--- src/rtl/huffman_bit_packer.sv ---
// huffman_bit_packer: packs variable-length Huffman codes MSB-first into bytes, with flush-to-byte padding
module huffman_bit_packer (
  input  logic        clk,
  input  logic        reset,
  input  logic [9:0]  code_in,
  input  logic [3:0]  code_len,
  input  logic        code_valid,
  output logic        code_ready,
  output logic        code_ack,
  input  logic        flush,
  output logic [7:0]  byte_out,
  output logic        byte_valid,
  input  logic        byte_ready,
  output logic        flush_done,
  output logic [15:0] byte_count
);
  typedef enum logic [1:0] {RUN, FLUSH, DONE} state_t;
  state_t state, state_nx;
  logic [16:0] acc, acc_nx;
  logic [4:0] fill, fill_nx;
  logic [3:0] len;
  logic [9:0] bits;
  logic accept, pop, full;
  always_comb begin
    len = code_len > 4'd10 ? 4'd10 : code_len;
    bits = code_in & ~(10'h3ff << len);
    full = fill >= 5'd8;
    code_ready = !reset && state == RUN && !full && !flush;
    byte_valid = full || (state == FLUSH && fill != 5'd0);
    byte_out = acc[16:9];
    flush_done = state == DONE;
    accept = code_valid && code_ready;
    pop = byte_valid && byte_ready;
    acc_nx = acc;
    fill_nx = fill;
    if (accept) begin
      acc_nx = acc | ({7'd0, bits} << (5'd17 - fill - {1'b0, len}));
      fill_nx = fill + {1'b0, len};
    end
    if (pop) begin
      acc_nx = full ? acc << 8 : '0;
      fill_nx = full ? fill - 5'd8 : 5'd0;
    end
    state_nx = state == RUN ? (flush ? FLUSH : RUN) :
               state == DONE ? RUN :
               (fill == 5'd0 || (pop && !full)) ? DONE : FLUSH;
  end
  always_ff @(posedge clk or posedge reset)
    if (reset) begin
      state <= RUN;
      acc <= '0;
      fill <= '0;
      code_ack <= 1'b0;
      byte_count <= '0;
    end else begin
      state <= state_nx;
      acc <= acc_nx;
      fill <= fill_nx;
      code_ack <= accept;
      if (pop) byte_count <= byte_count + 16'd1;
    end
endmodule
--- config.mk ---
export PLATFORM = sky130hd
export DESIGN_NAME = huffman_bit_packer
export DESIGN_NICKNAME = d
export VERILOG_FILES = /design/src/rtl/huffman_bit_packer.sv
export SDC_FILE = /design/constraint.sdc
export NUM_CORES = 1
export LEC_CHECK = 0
export CORE_MARGIN = 4
export CORE_UTILIZATION = 30
export CTS_CLUSTER_SIZE = 30
export DETAILED_ROUTE_END_ITERATION = 10
export GPL_TIMING_DRIVEN = 1
export PLACE_DENSITY = 0.53
export SYNTH_ARGS = -nofsm -noshare
export SYNTH_HDL_FRONTEND = slang
export SYNTH_SLANG_ARGS = --single-unit
export TNS_END_PERCENT = 10
--- constraint.sdc ---
create_clock -name clk -period 6.1 [get_ports clk]
set_clock_uncertainty 0.15 [all_clocks]
set_input_delay 1.22 -clock clk [delete_from_list [all_inputs] [get_ports clk]]
set_output_delay 1.22 -clock clk [all_outputs]
set_load 0.02 [all_outputs]
==> results.txt <==
The run finished with clean final reports. The number of nets in the synthesized netlist is 344. Setup violations remaining at the end of the flow were counted as 0. The total leakage power is 1.50 nW. The global placer's final weighted congestion is 0.798. Ranked by total cell area, the synthesized netlist is headed by dfrtp_1 (36%), xnor2_1 (4.3%), mux2i_1 (4.2%).

Relative to the synthesized area, the layout overhead comes to 21.9%. The CTS tree is yes. The post-CTS clock slew at the launch and capture registers of the worst setup and hold paths came out at 90 ps.

The cell count after placement came out at 468. The y dimension of the die came out at 106 um. The proportion of register bits with asynchronous set or reset after synthesis is 1.00.

The biggest fanout along the worst timing path came out at 18. The final critical-path share of the clock period came out at 0.766. The detailed-routing iteration count for the pre-antenna-repair pass is 4. No sink is reached through more buffers than the 2 on the longest clock path. The cell type contributing the most total cell area after synthesis is dfrtp_1. After routing the design area is 3510 um^2. Buffers inserted to repair hold after CTS numbered 0.

The combined global-route utilization of all metal layers came out at 0.129. In the synthesized netlist the dominant register cell turns out to be dfrtp_1. The wire length of the first global-routing pass came out at 11.9 mm. The maximum number of pins on one net before global-route repair is 42. The detailed placement HPWL came out at 5.34 mm.

The number of violations reported at the end of detailed-routing iteration 0 came out at 176. The share of synthesized area in the top cell type comes to 0.357. The width of the die came out at 106 um.

The flip-flop and latch count after synthesis came out at 41. The top cell types in the final layout, fill and taps aside, are clkdlybuf4s50_1 (46), dfrtp_1 (41), nand2_1 (26), o21ai_0 (22). The vias after detailed routing came out at 2,390. The data arrival time at the worst-slack endpoint came out at 4710 ps. The number of synthesized flops with an enable pin came out at 0. The floorplan has 35 rows. The proportion of layout cells with a drive suffix above 1 came out at 0.0663. The worst vdd rail ir drop is 151 uV. The number of global-route vias before repair is 2,389. For this run, design rule violations remaining after detail routing come to 0. The number of warnings reported in the yosys synthesis log came out at 0.

The worst register-to-register path has a setup slack of 3030 ps. The clock net sink count is 41. Summing all placed instances gives a cell area of 3390 um^2. TritonCTS created 5 clock buffers.

After synthesis, the mean cell area works out to 9.19 um^2. The top-level port count came out at 47. The max-cap violation count came out at 0. STA classifies the critical path endpoint as a flip-flop.

The hold violation total from the final report is 0. After clock tree synthesis, the setup repair step added 0 buffers. After the last flow step, the layout net total stands at 377. The sum of negative setup slack is 0 ps. The initial antenna violation count is 0. The filler cells instantiated in the layout total 982. Buffers placed on the I/O ports in this run total 46. The number of standard cells in the layout, taps in and fillers out is 476.

The number of antenna cells inserted is 0. The relative slew slack is 0.558. At the pin with the least slew margin, the transition time is 661 ps. The worst setup path is launched from an input port.

The die covers 11,200 um^2. The total count of max-transition violations in the final report is 0. The H-tree depth is 2. The average wire length per cell after detail routing is 14.5 um. The remaining antenna violation count came out at 0. At the worst endpoint, the required time is 6130 ps. The tree is rooted in a clkbuf_8.

The post-synthesis cell type count came out at 56. The starting utilization of the core area came out at 0.310. Leaving out fill and tap cells, the most frequent cell in the layout is clkdlybuf4s50_1. The critical path is of the in -> reg type. The routed wire length is 6.90 mm. The total power density per cell area is 416 nW/um^2. The post-synth design cell area came out at 2880 um^2. Setup repair after global routing left no endpoint under its margin.

The latest clock arrival within the worst-skew pair is 300 ps. Derived from the worst setup path, the maximum achievable clock frequency is 0.214 GHz. The time the final worst path needs with I/O delays and setup came out at 4670 ps. The core region area came out at 9280 um^2. The total congestion overflow is 0. The number of instances resized during post-cts repair came out at 0. The number of cells produced by synthesis is 313.

The worst hold-check path type is reg -> reg. Of the synthesized area, sequential elements account for 0.357. Using the TritonRoute via totals, the vias-per-cell ratio works out to 5.02.
[layout make-up]
class | instances | area, um^2 | area share
Multi-Input combinational cell | 230 | 1650 | 0.469
Sequential cell | 41 | 1030 | 0.292
Timing Repair Buffer | 49 | 483 | 0.138
Tap cell | 129 | 161 | 0.0460
Clock buffer | 6 | 82.6 | 0.0235
Inverter | 19 | 71.3 | 0.0203
Clock inverter | 2 | 37.5 | 0.0107
[critical path, cell delays in order]
cell and delay (ps):
clkdlybuf4s50_1 700, a21oi_1 380, inv_1 80, ha_1 290, inv_1 50, ha_1 220
fa_1 420, xor2_1 560, or4_1 300, nor3_1 70, o21a_1 180, a221o_1 250
[per-layer routing]
metal,GRT usage,vias to the layer above,share of wire
met4,0.0315,0,0.011
li1,-,1192,-
met1,0.184,1131,0.49
met3,0.0243,5,0.052
met2,0.201,62,0.45
met5,0,-,0
[power by group]
group          total [mW]  internal, mW  switching (mW)
logic               0.828         0.345           0.483
clock network       0.233         0.133           0.100
registers           0.399         0.332          0.0673
[final timing paths]
check	startpoint	end	cells past startpoint
min in group asynchronous	reset	byte_count[4]$_DFFE_PP0P_	3
worst max-delay path	code_len[3]	acc[15]$_DFFE_PP0P_	12
worst max register to register	fill[0]$_DFFE_PP0P_	acc[15]$_DFFE_PP0P_	7
worst min-delay path	byte_count[15]$_DFFE_PP0P_	byte_count[15]$_DFFE_PP0P_	1
max in group asynchronous	reset	acc[13]$_DFFE_PP0P_	3
worst min register to register	byte_count[15]$_DFFE_PP0P_	byte_count[15]$_DFFE_PP0P_	1
[kinds of logic (layout without fill, tap and decap cells)]
kind of cell	Yosys count	count (layout)	synth area share
multiplexers	17	17	0.0730
AND/OR/NAND/NOR	99	99	0.173
XOR/XNOR	20	20	0.0657
flip-flops	41	41	0.357
adder cells (fa/ha/maj)	12	12	0.0600
AO/OA/AOI/OAI	82	82	0.201
buffers and inverters	42	76	0.0713
[Yosys cell counts, types with 5 or more instances]
master / count
a22o_1: 6
ha_1: 9
or3_1: 7
nor2b_1: 5
buf_4: 9
nor2_1: 19
o31ai_1: 7
xor2_1: 5
xnor2_1: 14
nand2_1: 26
dfrtp_1: 41
inv_1: 19
clkbuf_1: 8
o21ai_0: 22
mux2i_1: 12
a21oi_1: 10
nor3_1: 5
nand3_1: 15
buf_2: 5
[through the flow]
step / hold WS, ps / utilization / setup WS (ps) / power (mW)
3_5_place_dp: 323 / 0.365 / 1120 / 1.23
6_report: 324 / 0.378 / 1430 / 1.46
2_1_floorplan: 299 / - / 1880 / 1.01
5_1_grt: 384 / 0.378 / 1190 / 1.58
3_3_place_gp: 309 / 0.365 / 1200 / 1.23
4_1_cts: 336 / 0.378 / 1440 / 1.47
[state kept, by name (all words and copies together), names as in the netlist]
name        count
acc            17
byte_count     16
fill            5
state           2
code_ack        1
No activity file was read; power rests on OpenSTA's default activity.
